==> src/rtl/tpu_result_checker_lane_cmp.sv <==
// Lane-wise comparator for one row: compares two BRAM words lane by lane
// over the first n lanes and reports the mismatch mask, how many lanes
// mismatched and the lowest mismatching lane index.
module tpu_lane_cmp #(
    parameter int LANES      = 16,
    parameter int LANE_WIDTH = 16
) (
    input  logic [LANES*LANE_WIDTH-1:0] word_a,
    input  logic [LANES*LANE_WIDTH-1:0] word_b,
    input  logic [$clog2(LANES):0]      n,
    output logic [LANES-1:0]            mismatch,
    output logic [$clog2(LANES):0]      popcnt,
    output logic [$clog2(LANES)-1:0]    low_idx
);

    localparam int LIDX_W = $clog2(LANES);
    localparam int N_W    = LIDX_W + 1;

    // Mask compare by active lane count, then count and locate mismatches.
    always_comb begin
        // NOTE: every output is given a default before any conditional update, so no path leaves one unassigned and no latch is inferred.
        mismatch = '0;
        popcnt   = '0;
        low_idx  = '0;
        for (int j = 0; j < LANES; j++) begin
            mismatch[j] = (N_W'(j) < n) &&
                          (word_a[j*LANE_WIDTH +: LANE_WIDTH] != word_b[j*LANE_WIDTH +: LANE_WIDTH]);
        end
        for (int j = 0; j < LANES; j++) begin
            popcnt = popcnt + N_W'(mismatch[j]);
        end
        // Scan downwards so the last hit written is the lowest lane.
        for (int j = LANES - 1; j >= 0; j--) begin
            if (mismatch[j]) begin
                low_idx = LIDX_W'(j);
            end
        end
    end

endmodule

==> config.mk <==
export PLATFORM = sky130hd
export DESIGN_NAME = tpu_lane_cmp
export DESIGN_NICKNAME = d
export VERILOG_FILES = /design/src/rtl/tpu_result_checker_lane_cmp.sv
export SDC_FILE = /design/constraint.sdc
export NUM_CORES = 1
export LEC_CHECK = 0
export CORE_AREA = 2 2 210 212
export DETAILED_ROUTE_END_ITERATION = 7
export DIE_AREA = 0 0 212 214
export PLACE_DENSITY_LB_ADDON = 0.1
export SLEW_MARGIN = 30
export SYNTH_ARGS = -nofsm -noshare
export SYNTH_HDL_FRONTEND = slang
export SYNTH_SLANG_ARGS = --single-unit
==> constraint.sdc <==
create_clock -name vclk -period 7.2
set_clock_uncertainty 0.15 [all_clocks]
set_input_delay 1.44 -clock vclk [all_inputs]
set_output_delay 1.44 -clock vclk [all_outputs]
set_load 0.02 [all_outputs]
# Word-level counts from Yosys, hierarchy flattened
# Index checks and enable logic that the tools add are counted.
[totals]
register_bits = 0
latchBits = 0
ram_bits = 0
rom_bits = 0
input_bits = 517
output_inout_bits = 25
word_cells = 79
memories = 0
[classes]
n_addsub = 15
multipliers = 0
div = 0
magnitude_cmp = 16
n_eq_ne = 16
shift = 0
muxes = 16
bitwise = 0
n_reduce_logical = 16
[ops]
columns = ["operator", "n"]
rows = [
  ["$ne 16x16->1", 16],
  ["$mux 4", 16],
  ["$add 5x1->5", 11],
  ["$lt 4x5->1 const A", 8],
  ["$lt 3x5->1 const A", 4],
  ["$logic_and 1x1->1", 16],
  ["$lt 1x5->1 const A", 2],
  ["$lt 2x5->1 const A", 2],
  ["$add 4x1->5", 1],
  ["$add 3x1->4", 1],
  ["$add 2x1->3", 1],
  ["$add 1x1->2", 1],
]

# Depth between registers and ports, before layout
[logic_depth]
ltp_word = 18
ltp_mapped = 17

# Worst setup path before layout
# No wires, ideal clock.
[synth_path]
path_kind = "input -> output"
startpoint = "in word_b[58]"
endpoint = "out popcnt[2]"
t_arrival_ns = 5.306
required_ns = 5.610
path_slack_ns = 0.304
stages = 15
n_path_buf = 0
path_cell_list = "xnor2_1 nand4_1 nor4_1 nor2_1 fa_1 inv_1 fa_1 inv_1 fa_1 inv_1 fa_1 inv_1 ha_1 fa_1 xor2_1"
[synth_between]
elab_chain_cells = 15
[synth_rtl]
columns = ["element", "line", "source"]
rows = [
  ["start, declared", "9", "input logic [LANES*LANE_WIDTH-1:0] word_b,"],
  ["$ne 16x16->1", "27", "(word_a[j*LANE_WIDTH +: LANE_WIDTH] != word_b[j*LANE_WIDTH +: LANE_WIDTH]);"],
  ["$logic_and 1x1->1", "26", "mismatch[j] = (N_W'(j) < n) &&"],
  ["net mismatch[3]", "11", "output logic [LANES-1:0] mismatch,"],
  ["$add 3x1->4", "30", "popcnt = popcnt + N_W'(mismatch[j]);"],
  ["$add 4x1->5", "30", ""],
  ["$add 5x1->5 (11 in series)", "30", ""],
  ["end, declared", "12", "output logic [$clog2(LANES):0] popcnt,"],
]
# The timed path passes the listed nets, and every way through them passes these cells.

# Final worst setup path
[layout_path]
startpoint = "in word_a[116]"
endpoint = "out popcnt[4]"
[layout_between]
elab_chain_cells = 11
[layout_rtl]
columns = ["element", "line", "source"]
rows = [
  ["start, declared", "8", "input logic [LANES*LANE_WIDTH-1:0] word_a,"],
  ["$ne 16x16->1", "27", ""],
  ["$logic_and 1x1->1", "26", ""],
  ["$add 5x1->5 (9 in series)", "30", ""],
]
# Every way passes these cells.

==> impl_metrics.tcl <==
set metrics [dict create \
    critPathBufInv 5 \
    path_depth 17 \
    dp_hpwl_um 25100 \
    antenna_left 0 \
    crit_path_start_kind "primary input" \
    setup_viol 0 \
    cp.arrival_ps 5530 \
    status "finished clean" \
    netlist_area_um2 3520 \
    nNetsFinal 1567 \
    hold_violations 0 \
    synthDistinctLibCells 37 \
    initial_core_util 0.08207 \
    die_w_um 212 \
    synth-seq-area-share 0 \
    period_needed_ps 7119 \
    power.density_nw_per_um2 75.28 \
    dpl_worst_slack_ps -1077 \
    die_area_um2 45370 \
    port_buffers 542 \
    num_vias 5314 \
    grt_max_degree 12 \
    drv_cap 0 \
    viasPerCell 3.282 \
    cp-startpoint "word_a[116]" \
    grt_pass1_wl_um 36660 \
    first_global_vias 5862 \
    ir_drop_mv 0.07227 \
    worstSetupEndpointType "primary output" \
    ios 542 \
    synth_nets 972 \
    slowest_delay_ps 510 \
    drt_iter0_drc 72 \
    fmax_mhz 140.5 \
    synth_cells 440 \
    drc 0 \
    cp.required_ps 5610 \
    nClkBuffers 0 \
    grt_setup_unrepaired "true" \
    synth.avg_cell_area_um2 7.999 \
    placedCellCount 1609 \
    fp.dieH_um 214 \
    fillCellCount 4839 \
    slew_headroom 0.4422 \
    place.gp.congestion 0.7832 \
    register_area_um2 0 \
    path_delay_family "adder cells" \
    maxSlewViolCount 0 \
    wl_per_cell_um 16.30 \
    seq_cells 0 \
    finalCritPeriodShare 0.9887 \
    ys_warn_count 0 \
    tightest_slew_ps 829.7 \
    drive_gt1_frac 0.2498 \
    worst-setup-path-type "primary input to primary output" \
    cpMostUsedCell "fa_1" \
    core-area_um2 42890 \
    dr.pass1.iters 4 \
    track_usage 0.1093 \
    cp_slowest_cell "fa_1" \
    endpoint "popcnt[4]" \
    grt-ovfl-total 0 \
    synthToLayoutAreaGrowth_pct 180.7 \
    final_cell_count_no_fill 1619 \
    postCtsHoldBufs 0 \
    postLayoutSetupSlackWorst_ps 81.21 \
    crit_fanout 2 \
    p_leak_nw 4.033 \
    row_count 76 \
    min_path_type "primary input to primary output" \
    antenna_found_initial 1 \
    critical_path.cell_chain "clkdlybuf4s15_2 -> xor2_2 -> nor4_1 -> nand4_1 -> o21ai_2 -> fa_1 -> fa_1 -> inv_2 -> fa_1 -> inv_1 -> fa_1 -> inv_2 -> ha_4 -> fa_2 -> a21oi_2 -> nor2b_1 -> buf_4" \
    drt_wl_total_um 26390 \
]
==> cell usage in the layout (no fill, tap or decap), drive strengths merged, types with 2 or more instances in the layout <==
master	n
nand2	8
nor2	8
clkbuf	76
dlymetal6s2s	10
nor3	3
a211o	2
fa	9
inv	24
ha	6
xnor2	145
xor2	114
buf	110
nor2b	3
dlygate4sd2	85
o21ai	3
a21oi	10
o31ai	2
a21o	3
clkdlybuf4s50	264
nand4	44
clkdlybuf4s15	51
nand2b	2
nor4	38
==> metrics by stage <==
stage / TNS [ps] / instance area [um2] / power, mW / hold slack, ps / util
CTS: -268.0 / 9968 / 0.7556 / 4126 / 0.2324
detailed placement: -4617 / 10000 / 0.7596 / 4233 / 0.2332
finish: 0 / 9881 / 0.7438 / 4107 / 0.2304
floorplan: 0 / 3520 / 0.2778 / 2897 / -
global placement: -4914 / 10000 / 0.7681 / 4238 / 0.2332
global route: -408.2 / 9881 / 0.8204 / 4152 / 0.2304
==> what timing repair did <==
action / 4_1_cts / 5_1_grt
buffers inserted: 6 / 4
gates resized for setup: 528 / 197
pin swaps: 169 / 105
endpoints found under the setup margin: 5 / 5
==> tightest hold or removal path, stage by stage <==
cell	delay (ps)
dlymetal6s2s_1	100
xnor2_1	70
nand4_1	110
o41ai_2	100
inv_1	120
ha_4	140
a21o_1	80
ha_1	170
ha_1	240
xnor2_2	100
buf_4	160
==> synthesized netlist by cell type (2+ instances only) <==
| master | number | area (um2) |
|---|---|---|
| fa_1 | 9 | 180.2 |
| a211o_1 | 2 | 17.52 |
| nand4_1 | 44 | 275.3 |
| inv_1 | 24 | 90.09 |
| nor4_2 | 4 | 50.05 |
| nor2b_1 | 2 | 12.51 |
| nand2_1 | 8 | 30.03 |
| xor2_1 | 114 | 998.5 |
| buf_2 | 3 | 15.01 |
| o21ai_0 | 2 | 10.01 |
| nand2b_1 | 2 | 12.51 |
| a21o_1 | 3 | 22.52 |
| nor3_1 | 3 | 15.01 |
| a21oi_1 | 9 | 45.04 |
| nor4_1 | 34 | 212.7 |
| nor2_1 | 7 | 26.28 |
| ha_1 | 6 | 75.07 |
| xnor2_1 | 145 | 1270 |
==> area by class of cell <==
class              count  area (um2)  share of cell area
repair buffers       596        5209              0.5272
multi-input cells    413        3847              0.3894
well taps            585       732.0             0.07408
inverters             24       90.09            0.009117
diodes                 1       2.502           0.0002533
==> worst min path at each step <==
stage / endpoint / start / cells past startpoint / slack, ps
finish: popcnt[3] / word_b[245] / 11 / 4110
global placement: mismatch[15] / n[4] / 6 / 4240
floorplan: mismatch[12] / n[3] / 2 / 2900
global route: mismatch[13] / n[2] / 6 / 4150
detailed placement: mismatch[0] / n[0] / 5 / 4230
CTS: mismatch[15] / word_b[251] / 8 / 4130
==> cell families after synthesis <==
group                    count (synthesis)  share of synthesized area
buffers and inverters                   27                    0.02986
adder cells (fa/ha/maj)                 15                    0.07252
XOR/XNOR                               259                     0.6445
AO/OA/AOI/OAI                           31                    0.06506
AND/OR/NAND/NOR                        108                     0.1881
==> routing by layer <==
metal / share of wire / global-route usage
met1: 0.34 / 0.1072
met2: 0.56 / 0.2299
met3: 0.10 / 0.03196
met4: 0.0014 / 0.003052
met5: 0 / 0
==> report_power, final <==
group	switching (mW)	internal, mW
sequential	0	0
combinational	0.304	0.439
clock	0	0.0000000186
total	0.304	0.439
(Power assumes the default switching activity.)
